[config.mk]
export PLATFORM = sky130hd
export DESIGN_NAME = bzmusic_beat_timer
export DESIGN_NICKNAME = d
export VERILOG_FILES = /design/src/rtl/bzmusic_beat_timer.sv
export SDC_FILE = /design/constraint.sdc
export NUM_CORES = 1
export LEC_CHECK = 0
export CAP_MARGIN = 5
export CORE_AREA = 2 2 93 86
export CTS_CLUSTER_SIZE = 8
export DETAILED_ROUTE_END_ITERATION = 12
export DIE_AREA = 0 0 95 88
export GPL_TIMING_DRIVEN = 0
export HOLD_SLACK_MARGIN = 0.12
export PLACE_DENSITY_LB_ADDON = 0.1
export SYNTH_ARGS = -nofsm -noshare
export SYNTH_HDL_FRONTEND = slang
export SYNTH_SLANG_ARGS = --single-unit
[constraint.sdc]
create_clock -name clk -period 4.56 [get_ports clk]
set_input_delay 0.684 -clock clk [delete_from_list [all_inputs] [get_ports clk]]
set_output_delay 0.684 -clock clk [all_outputs]
set_load 0.05 [all_outputs]
[src/rtl/bzmusic_beat_timer.sv]
// Note-duration timer for the buzzer music player: converts a note length code
// and tempo unit into a millisecond countdown, returning one beat_finish pulse per note.
module bzmusic_beat_timer #(
    parameter int PRESC  = 50000,
    parameter int GAP_MS = 10,
    parameter int REM_W  = 12
) (
    input  logic       clk,
    input  logic       rstn,
    input  logic       cnt_en,
    input  logic       cnt_rstn,
    input  logic [3:0] note_len,
    input  logic [7:0] unit_ms,
    input  logic       rest,
    output logic       beat_finish,
    output logic       mute,
    output logic       busy
);

    localparam int PW = $clog2(PRESC);
    localparam logic [PW-1:0]    PRESC_MAX = PW'(PRESC - 1);
    localparam logic [REM_W-1:0] GAP       = REM_W'(GAP_MS);

    typedef enum logic [1:0] {
        S_IDLE = 2'd0,
        S_RUN  = 2'd1,
        S_DONE = 2'd2
    } state_t;

    state_t           state_q, state_d;
    logic [PW-1:0]    presc_q, presc_d;
    logic [REM_W-1:0] rem_q, rem_d;
    logic             rest_q, rest_d;
    logic             beat_finish_q, beat_finish_d;
    logic             mute_q, mute_d;
    logic             busy_q, busy_d;

    // 5-bit length times 8-bit unit fits 13 bits before truncation to REM_W
    logic [7:0]  unit_eff;
    logic [12:0] total_ms;

    always_comb begin
        unit_eff = (unit_ms == 8'd0) ? 8'd1 : unit_ms;
        total_ms = ({9'd0, note_len} + 13'd1) * {5'd0, unit_eff};
    end

    always_comb begin
        state_d       = state_q;
        presc_d       = presc_q;
        rem_d         = rem_q;
        rest_d        = rest_q;
        beat_finish_d = 1'b0;

        if (!cnt_rstn) begin
            state_d = S_IDLE;
            presc_d = '0;
            rem_d   = '0;
            rest_d  = 1'b0;
        end else begin
            case (state_q)
                S_IDLE: begin
                    if (cnt_en) begin
                        state_d = S_RUN;
                        rem_d   = REM_W'(total_ms);
                        rest_d  = rest;
                        presc_d = '0;
                    end
                end
                S_RUN: begin
                    // cnt_en low pauses the note with everything held
                    if (cnt_en) begin
                        if (presc_q == PRESC_MAX) begin
                            presc_d = '0;
                            if (rem_q != '0) begin
                                rem_d = rem_q - REM_W'(1);
                            end
                            if (rem_q <= REM_W'(1)) begin
                                state_d       = S_DONE;
                                beat_finish_d = 1'b1;
                            end
                        end else begin
                            presc_d = presc_q + PW'(1);
                        end
                    end
                end
                S_DONE: begin
                    state_d = S_DONE;
                end
                default: begin
                    state_d = S_IDLE;
                end
            endcase
        end

        busy_d = (state_d == S_RUN);
        mute_d = (state_d != S_RUN) || rest_d || (rem_d <= GAP);
    end

    always_ff @(posedge clk or negedge rstn) begin
        if (!rstn) begin
            state_q       <= S_IDLE;
            presc_q       <= '0;
            rem_q         <= '0;
            rest_q        <= 1'b0;
            beat_finish_q <= 1'b0;
            mute_q        <= 1'b1;
            busy_q        <= 1'b0;
        end else begin
            state_q       <= state_d;
            presc_q       <= presc_d;
            rem_q         <= rem_d;
            rest_q        <= rest_d;
            beat_finish_q <= beat_finish_d;
            mute_q        <= mute_d;
            busy_q        <= busy_d;
        end
    end

    assign beat_finish = beat_finish_q;
    assign mute        = mute_q;
    assign busy        = busy_q;

endmodule

---- Yosys cells after proc, flatten, opt, wreduce, memory -nomap -nowiden ----
Index checks and enable logic that the tools add are counted.
storage, ports and cells
  bits in registers ....................... 34
  bits of input ports ..................... 17
  output and inout bits ................... 3
  word-level logic and storage cells ...... 53
operators by class
  $add $sub $neg .......................... 3
  multiply operators ...................... 1
  $lt $le $gt $ge ......................... 2
  equal/unequal tests ..................... 8
  muxes and demuxes ....................... 26
  reduce and logical (&&, ||, !) cells .... 6
operators by type and width
  operator                 number
  $mux W16                 4
  $mux W12                 5
  $pmux W16 S2             1
  $pmux W12 S2             1
  $add A16 B1 Y16 const B  1
  $eq A16 B16 Y1 const B   1
  $le A12 B1 Y1 const B    1
  $le A12 B4 Y1 const B    1
  $mul A5 B8 Y12           1
  $reduce_bool A12 Y1      1
  $sub A12 B1 Y12 const B  1
  $mux W2                  5
  $logic_not A8 Y1         1
  $mux W1                  8
  $mux W8                  1
  $ne A3 B3 Y1 const B     2
  $pmux W2 S3              1
  $add A4 B1 Y5 const B    1
  $eq A2 B1 Y1 const B     2
  $ne A3 B1 Y1 const B     1
  $reduce_and A3 Y1        1
  $eq A2 B2 Y1 const B     1
  $logic_not A2 Y1         1
  $logic_or A1 B1 Y1       2
  $ne A2 B1 Y1 const B     1

---- Longest topological paths before layout ----
Gate-level depths: netlist of run 1.
  depth after elaboration ................. 9
  gate-level depth with buffers ........... 19
  mapped depth without buffers ............ 18

---- Worst setup path before layout of run 1 ----
OpenSTA, ideal clock, no wires.
  kind .................................... input -> register
  start point ............................. input note_len[0]
  end point ............................... register mute_q (netlist: mute)
  library setup time ...................... 72 ps
  arrival time ............................ 4656 ps
  required time ........................... 4488 ps
  slack ................................... -168 ps
  stages on the path ...................... 17
  path buffers ............................ 1
  cells stage by stage .................... ha_1 and3_1 clkbuf_1 and2_1 fa_1 fa_1 inv_1 fa_1 inv_1 ha_1 nor3b_1 nor4_1 nor3_1 a21oi_1 o211a_1 a2111o_1 o21ai_1
on the way
  cells in the longest elaborated chain, start to end .. 7
RTL lines
  what                  line  source
  start, declared       12    input logic [3:0] note_len,
  $add A4 B1 Y5         44    total_ms = ({9'd0, note_len} + 13'd1) * {5'd0, unit_eff};
  $mul A5 B8 Y12        44
  $mux W12              62    if (cnt_en) begin
  $pmux W12 S2          60    case (state_q)
  $mux W12              54    if (!cnt_rstn) begin
  via rem_d[8]          32    logic [REM_W-1:0] rem_q, rem_d;
  $le A12 B4 Y1         96    mute_d = (state_d != S_RUN) || rest_d || (rem_d <= GAP);
  $logic_or A1 B1 Y1    96
  via mute_d            35    logic mute_q, mute_d;
  end signal, assigned  114   mute_q <= mute_d;
  end, declared         35
The timed path passes the listed nets, and every way through them passes these cells.
A chain may end at the register's enable or synchronous reset.

---- Worst setup path in the final report of run 1 ----
Ends and elaborated chain as after synthesis.

==> results of run 1 <==
routing by layer:
layer | wire length, um | track usage (%) | share of wire [%] | up-vias
li1 | - | - | - | 1449
met1 | 3980 | 31.44 | 48 | 1459
met2 | 3815 | 32.56 | 46 | 81
met3 | 396 | 3.787 | 4.8 | 8
met4 | 91 | 5.270 | 1.1 | 0
met5 | 0 | 0 | 0 | -
final timing paths:
| path | startpoint | endpoint | cells after the start |
|---|---|---|---|
| worst max-delay path | note_len[0] | mute | 18 |
| worst min-delay path | rstn | rem_q[0] | 1 |
| worst max register to register | presc_q[4] | mute | 8 |
| worst min register to register | presc_q[15] | presc_q[15] | 1 |
| max in group asynchronous | rstn | presc_q[2] | 1 |
| min in group clk | presc_q[15] | presc_q[15] | 1 |
power groups by stage:
stage | combinational (mW) | sequential, mW | clock, mW
2_1_floorplan | 0.360 | 0.353 | 0
3_3_place_gp | 0.485 | 0.353 | 0
3_5_place_dp | 0.487 | 0.352 | 0
4_1_cts | 0.556 | 0.347 | 0.295
5_1_grt | 0.652 | 0.351 | 0.310
6_report | 0.586 | 0.348 | 0.290
cell type report:
cell class              instances  area, um^2  area share (%)
well taps                      96       120.1           2.996
multi-input cells             314        2475           61.74
inverters                      26       97.59           2.434
clock buffers                   6       82.58           2.060
clock inverters                 1       30.03          0.7491
flip-flops and latches         34       852.1           21.25
plain buffers                   8       52.55           1.311
repair buffers                 33       299.0           7.459
kinds of logic (layout without fill, tap and decap cells):
| group | Yosys count | in the layout | synth area share (%) |
|---|---|---|---|
| compound gates | 89 | 89 | 16.93 |
| mux | 3 | 3 | 0.9619 |
| xor+xnor | 13 | 13 | 3.501 |
| flops | 34 | 34 | 26.20 |
| buf+inv | 35 | 74 | 4.732 |
| fa+ha+maj | 41 | 41 | 19.70 |
| simple gates | 168 | 168 | 27.97 |
state kept, by name, indices dropped and copies added, names as in the netlist:
register,count
beat_finish,1
rem_q,12
rest_q,1
presc_q,16
state_q,2
mute,1
busy,1
Yosys cell counts (2+ instances only):
library cell	count	area, um^2
o21a_1	2	15.01
nand2b_1	8	50.05
nor4_1	9	56.30
nor2b_1	6	37.54
ha_1	24	300.3
a21oi_1	15	75.07
nand3_1	5	25.02
or3b_2	2	17.52
clkbuf_1	5	18.77
xor2_1	6	52.55
fa_1	17	340.3
inv_1	26	97.59
or4_1	4	30.03
o211ai_1	3	22.52
dfrtp_1	33	825.8
a311oi_1	2	17.52
and3_1	10	62.56
nor2_1	17	63.81
or2_2	2	12.51
a31oi_1	5	31.28
nor3_1	12	60.06
o221ai_1	4	35.03
o21ai_0	37	185.2
or3_1	3	18.77
nand4_1	9	56.30
o41ai_1	2	17.52
xnor2_1	7	61.31
o2111ai_1	2	17.52
a211oi_1	3	22.52
and3_2	2	15.01
o21ai_1	2	10.01
a21o_1	3	22.52
o21bai_1	2	15.01
and2_1	15	93.84
nand2_1	52	195.2
mux2i_1	2	20.02
worst register-to-register path: stages (launching register included):
cell	delay, ns
dfrtp_1	0.43
or4b_1	0.64
nor4_1	0.48
nand4_1	0.21
nor3_1	0.24
xnor2_1	0.15
a221oi_1	0.11
or3_1	0.43
o21ai_2	0.16
layout by cell type, fill, tap and decap left out, types with 3 or more instances in the layout:
cell	count
nand4_1	9
nor4_1	7
nand2_1	52
nor2b_1	6
buf_4	15
xnor2_1	6
a21oi_1	14
nor2_1	16
a21o_1	3
or4_1	4
clkdlybuf4s50_1	6
buf_2	5
ha_1	19
dfrtp_1	33
and3_1	9
ha_4	5
o211ai_1	3
and2_1	13
clkbuf_8	7
buf_6	4
nor3_1	9
clkbuf_1	4
or3_1	3
o21ai_1	3
nor3_2	3
fa_1	16
xor2_1	4
a31oi_1	5
inv_1	24
o21ai_0	35
o221ai_1	4
nand2b_1	7
what timing repair did:
item	4_1_cts	5_1_grt
gates resized for setup	68	27
endpoints found under the setup margin	8	1
pin swaps	28	23
hold endpoints to repair	0	0
setup buffers	7	7
metrics by stage:
step | util [%] | worst slack, ns | hold slack (ns) | std cells
floorplan | - | 0.009366 | 0.3884 | 383
global placement | 49.05 | -1.203 | 0.4785 | 498
detailed placement | 48.98 | -1.252 | 0.4937 | 498
CTS | 53.05 | 0.003163 | 0.4974 | 512
global route | 54.21 | -0.1784 | 0.5160 | 518
finish | 54.21 | -0.01135 | 0.4510 | 518
==> results.md, run 1 <==
* Aggregate global-route resource usage at 21.35%
* Area growth syn-to-layout at 23.28%
* Wire length of the first global-routing pass at 14130 um
* Worst-path maximum fanout at 10
* Crit. End Element: flip-flop
* Die Y at ~88 um
* Worst stage delay on the critical path at roughly 0.55 ns
* Max-cap viol count at 0
* Post-DP HPWL at between 6000 and 7000 um
* Final period demand of the worst path at approximately 4.6 ns
* Count of pins over their slew limit at 0
* Clock Pin Slew Worst Setup and Hold Paths at 0.08 ns
* Buffer type at the clock tree root: clkbuf_8
* Fmax achieved at around 220 MHz
* Clock power share at 23.7%
* Async set or reset register ratio after synthesis at 100.0%
* Overflow left after global routing at 0
* Setup repair after global routing missed its margin: yes
* Antenna diode count at 0
* Count of unresolved DRC violations after routing at 0
* Worst path most repeated cell: fa_1
* Setup skew after layout at around 0.008 ns
* Initial antenna violation count at 0
* Unique masters post-synth at 61
* PwrDens at 305.4 nW/um^2
* Leakage dissipation at 1.762 nW
* Master of the slowest instance on the critical path: fa_1
* Number of enable flip-flop cells after synthesis at 0
* Flip-flop and latch count after synthesis at 34
* Share of the yosys chip area belonging to registers at 26.20%
* Worst Path Buf+Inv at 5
* Top FF cell, synth: dfrtp_1
* Worst vdd rail ir drop at ~120 uV
* Ratio of routed vias to standard cells at 5.786
* Total routed wirelength at 8283 um
* FP Rows at 30
* Filler cells at 670
* Routed length per placed instance at between 15 and 20 um
* Cell chain of the critical path: buf_12 -> ha_4 -> xor2_4 -> buf_6 -> buf_4 -> nand2_1 -> fa_1 -> inv_1 -> fa_1 -> fa_1 -> ha_4 -> or3_1 -> o211ai_1 -> buf_4 -> xor2_2 -> a211oi_1 -> or3_1 -> o21ai_2
* Ports at 20
* Class of the most critical setup path: primary input to flip-flop
* Post-layout instance area at between 4000 and 5000 um^2
* Kind of cell adding the most delay to the critical path: adder cells
* TritonCTS clock tree: yes
* Clock latency at the later pin of the worst-skew pair at 0.29 ns
* Post-layout power at around 1.2 mW
* Detailed-route via count at around 3k
* Transition time of the tightest slew-check pin at 0.7680 ns
* H-tree lvl count at 2
* Post-Syn Nets at 441
* Post-Place Cell Area at between 3000 and 4000 um^2
* Post-layout nets at 480
* Status: finished, violations left
* Syn avg cell area at 8.491 um^2
* Fraction of final layout cells with drive strength greater than 1 at between 10% and 20%
* Post-route ant nets at 0
* Final Hold Viols at 0
* Failing checks: negative setup slack
* Yosys Warn Count at 0
* Number of global-route vias before repair at 2841
* CTS buffer count at 5
* Setup ws final at -0.01135 ns
* Die area at 8360 um^2
* Internal power at 0.7689 mW
* First-pass iteration count of the detailed router at 5
* Placeable Area at 7395 um^2
* Maximum clock insertion buffer count at 2
* Final period utilization at 100.2%
* Sw Ratio at 37.20%
* Area of the mapped netlist at around 3300 um^2
* DRT iter0 DRCs at about 210
* CTS hold repair buffers at 0
* Nature of the critical path startpoint: primary input
* Maximum number of pins on one net before global-route repair at 35
* Total Negative Setup Slacks at -0.01135 ns
* Final setup violation count at 1
* Data arrival at the endpoint of the critical path at 4.79 ns
* GPL Wtd Cong at approximately 0.89
* Net load switching power at roughly 0.46 mW
* Total number of clock tree sinks at 34
* Reg-to-reg slack, setup at 1.64 ns
* Worst hold path type: primary input to async pin
* Starting utilization of the core area at between 40% and 50%
* Port Buf Inserts at 19
* Post-synthesis cell count at 383
* Worst slew margin relative to its limit at approximately half
* Sequential fraction of design power at 28.5%
* Required time of the critical path at 4.78 ns
* Combinational cell fraction of total power at 47.9%
* Die width at 95 um
Power figures use the tool's default switching activity.
==> inputs of run 2 (changes only) <==
--- a/config.mk
+++ b/config.mk
@@ -5,11 +5,12 @@
 export SDC_FILE = /design/constraint.sdc
 export NUM_CORES = 1
 export LEC_CHECK = 0
-export CAP_MARGIN = 5
-export CORE_AREA = 2 2 93 86
+export CELL_PAD_IN_SITES_DETAIL_PLACEMENT = 1
+export CELL_PAD_IN_SITES_GLOBAL_PLACEMENT = 1
+export CORE_AREA = 2 2 126 116
 export CTS_CLUSTER_SIZE = 8
 export DETAILED_ROUTE_END_ITERATION = 12
-export DIE_AREA = 0 0 95 88
+export DIE_AREA = 0 0 128 118
 export GPL_TIMING_DRIVEN = 0
 export HOLD_SLACK_MARGIN = 0.12
 export PLACE_DENSITY_LB_ADDON = 0.1
==> run 2 against run 1 <==
  * The run now ends clean
  * Final cell count is 15% higher
  * Combinational power is 5.6% higher
  * Clock power is 22% higher
  * Critical path type unchanged
  * Largest power group unchanged
  * Highest routed layer unchanged
==> results.md, run 2 (synthesized netlist as in run 1, its figures left out) <==
* Buffer type at the clock tree root: clkbuf_16
* Setup repair after global routing missed its margin: yes
* Setup ws final at 0.04546 ns (+0.05681 ns)
* H-tree lvl count at 2 (unchanged)
* Final setup violation count at 0 (-1)
* Die area at 15100 um^2 (+81%)
* Setup skew after layout at 0.008725 ns (+0.0007248 ns)
* Crit. End Element: flip-flop
* Total number of clock tree sinks at 34 (unchanged)
* Worst vdd rail ir drop at 118.4 uV (+2.1%)
* Final period demand of the worst path at 4.515 ns (-0.05681 ns)
* Count of pins over their slew limit at 0 (unchanged)
* Post-DP HPWL at 7566 um (+24%)
* Largest register by flop count: presc_q
* Aggregate global-route resource usage at 14.28% (-7.1 points)
* Maximum clock insertion buffer count at 2 (unchanged)
* Status: complete, no violations
* Fmax achieved at 221.5 MHz (+1.3%)
* Count of unresolved DRC violations after routing at 0 (unchanged)
* Initial antenna violation count at 0 (unchanged)
* Detailed-route via count at 2966 (-1.0%)
* Antenna diode count at 0 (unchanged)
* First-pass iteration count of the detailed router at 4 (-1)
* Clock latency at the later pin of the worst-skew pair at 0.29 ns (about the same)
* Ratio of routed vias to standard cells at 4.977 (-14%)
* Required time of the critical path at 4.78 ns (about the same)
* Post-route ant nets at 0 (unchanged)
* Transition time of the tightest slew-check pin at 0.8577 ns (+0.08970 ns)
* DRT iter0 DRCs at 82 (-61%)
* Overflow left after global routing at 0 (unchanged)
* CTS buffer count at 5 (unchanged)
* Die width at 128 um (+35%)
* Final period utilization at 99.00% (-1.2 points)
* Area growth syn-to-layout at 28.66%
* Number of flip-flops under the largest register name at 16 (unchanged)
* Total routed wirelength at 10130 um (+22%)
* Leading cell types in the layout, fill and taps excluded: nand2_1 (48), o21ai_0 (35), dfrtp_1 (33)
* Max-cap viol count at 0 (unchanged)
* Wire length of the first global-routing pass at 17290 um (+22%)
* Placeable Area at 13750 um^2 (+86%)
* Ports at 20 (unchanged)
* Port Buf Inserts at 19 (unchanged)
* Cell chain of the critical path: clkdlybuf4s15_2 -> xnor2_4 -> buf_4 -> nand2_1 -> fa_1 -> inv_1 -> fa_1 -> fa_1 -> ha_4 -> or3_1 -> o211ai_1 -> buf_4 -> xor2_2 -> a211oi_2 -> or3_1 -> o21ai_1
* Clock Pin Slew Worst Setup and Hold Paths at 0.06 ns (-0.02 ns)
* Number of global-route vias before repair at 3205 (+13%)
* Most frequent standard cell in the layout excluding fill and tap cells: nand2_1
* Data arrival at the endpoint of the critical path at 4.73 ns (-0.06 ns)
* Post-layout nets at 481 (+0.21%)
* Post-layout power at 1.323 mW (+8.1%)
* Leakage dissipation at 1.783 nW (+1.2%)
* GPL Wtd Cong at 0.7877 (-12%)
* Worst stage delay on the critical path at 0.59 ns (+0.04 ns)
* Nature of the critical path startpoint: primary input
* FP Rows at 41 (+37%)
* Reg-to-reg slack, setup at 1.48 ns (-0.16 ns)
* Worst Path Buf+Inv at 4 (-1)
* Worst path most repeated cell: fa_1
* PwrDens at 316.3 nW/um^2 (+3.6%)
* Worst-path maximum fanout at 6 (-4)
* Die Y at 118 um (+34%)
* Worst hold path type: primary input to async pin
* DP Worst Slack at -1.335 ns (-0.08319 ns)
* Maximum number of pins on one net before global-route repair at 35 (unchanged)
* Worst slew margin relative to its limit at 42.82% (-6.0 points)
* Master of the slowest instance on the critical path: fa_1
* TritonCTS clock tree: yes
* Largest registers: presc_q x16, rem_q x12, state_q x2
* Routed length per placed instance at 16.99 um (+6.2%)
* Kind of cell adding the most delay to the critical path: adder cells
* Starting utilization of the core area at 23.65% (-20 points)
* Final Hold Viols at 0 (unchanged)
* Class of the most critical setup path: primary input to flip-flop
* Fraction of final layout cells with drive strength greater than 1 at 20.28% (+1.8 points)
[run 2: cell count changes in the layout (fill, tap and decap cells not counted), moves of 2 or more]
cell	before	now
clkbuf_8	7	3
nand2_2	0	4
nand2_1	52	48
clkbuf_16	0	5
a21oi_1	14	12
a21oi_2	1	3
nor3_2	3	1
[run 2: timing repair]
item | in CTS | in global routing
resized for setup | 89 | 13
hold buffers | 0 | 0
setup buffers | 12 | 2
endpoints found under the hold margin | 0 | 0
endpoints found under the setup margin | 8 | 1
pin swaps | 27 | 17
[run 2: per-layer routing]
metal  vias to the layer above  global-route usage (%)  wire (um)
met5                         -                       0          0
met4                         0                   3.228        126
met3                        11                   2.182        184
met2                        28                   22.66       4670
met1                      1478                   20.42       5144
li1                       1449                       -          -
[run 2: path summary, 6_finish.rpt]
check	startpoint	end	depth (start not counted)
hold reg to reg	presc_q[15]	presc_q[15]	1
hold / removal	rstn	rem_q[0]	1
setup reg to reg	presc_q[4]	mute	8
min in group clk	presc_q[15]	presc_q[15]	1
max in group asynchronous	rstn	presc_q[2]	1
setup / recovery	note_len[3]	mute	16
[run 2: final cells by class]
cell class,instances,area [um^2]
clock inverters,1,5.005
flip-flops and latches,34,852.1
inverters,26,97.59
fillers,1601,9564
repair buffers,33,290.3
multi-input cells,314,2515
clock buffers,7,142.6
well taps,172,215.2
plain buffers,9,66.31
[run 2: metrics by stage]
step           cell area, um^2  std cells  utilization, %  hold WS, ns  setup TNS [ns]
4_1_cts                   4106        594           29.87       0.5244        -0.01927
5_1_grt                   4184        596           30.43       0.5507         -0.1111
2_1_floorplan             3317        383               -       0.3884               0
3_5_place_dp              3717        574           27.04       0.5116          -6.580
3_3_place_gp              3722        574           27.08       0.5003          -6.871
6_report                  4184        596           30.43       0.5092               0
[run 2: power by group]
| part | internal (mW) | switching, mW | total [mW] | leakage, nW |
|---|---|---|---|---|
| sequential | 0.323 | 0.0270 | 0.350 | 0.458 |
| clock | 0.217 | 0.138 | 0.354 | 0.0739 |
| combinational | 0.281 | 0.338 | 0.619 | 1.25 |
[run 2: worst reg2reg max path: stages, from the launching register on]
cell	delay, ns
dfrtp_1	0.44
or4b_1	0.65
nor4_1	0.55
nand4_1	0.24
nor3_1	0.25
xnor2_1	0.16
a221oi_1	0.12
or3_1	0.44
o21ai_1	0.15
==> inputs of run 3 (changes only) <==
--- a/config.mk
+++ b/config.mk
@@ -5,6 +5,7 @@
 export SDC_FILE = /design/constraint.sdc
 export NUM_CORES = 1
 export LEC_CHECK = 0
+export CAP_MARGIN = 20
 export CELL_PAD_IN_SITES_DETAIL_PLACEMENT = 1
 export CELL_PAD_IN_SITES_GLOBAL_PLACEMENT = 1
 export CORE_AREA = 2 2 126 116
==> results of run 3 <==
Final layout, timing and power as in run 2 (identical DEF).
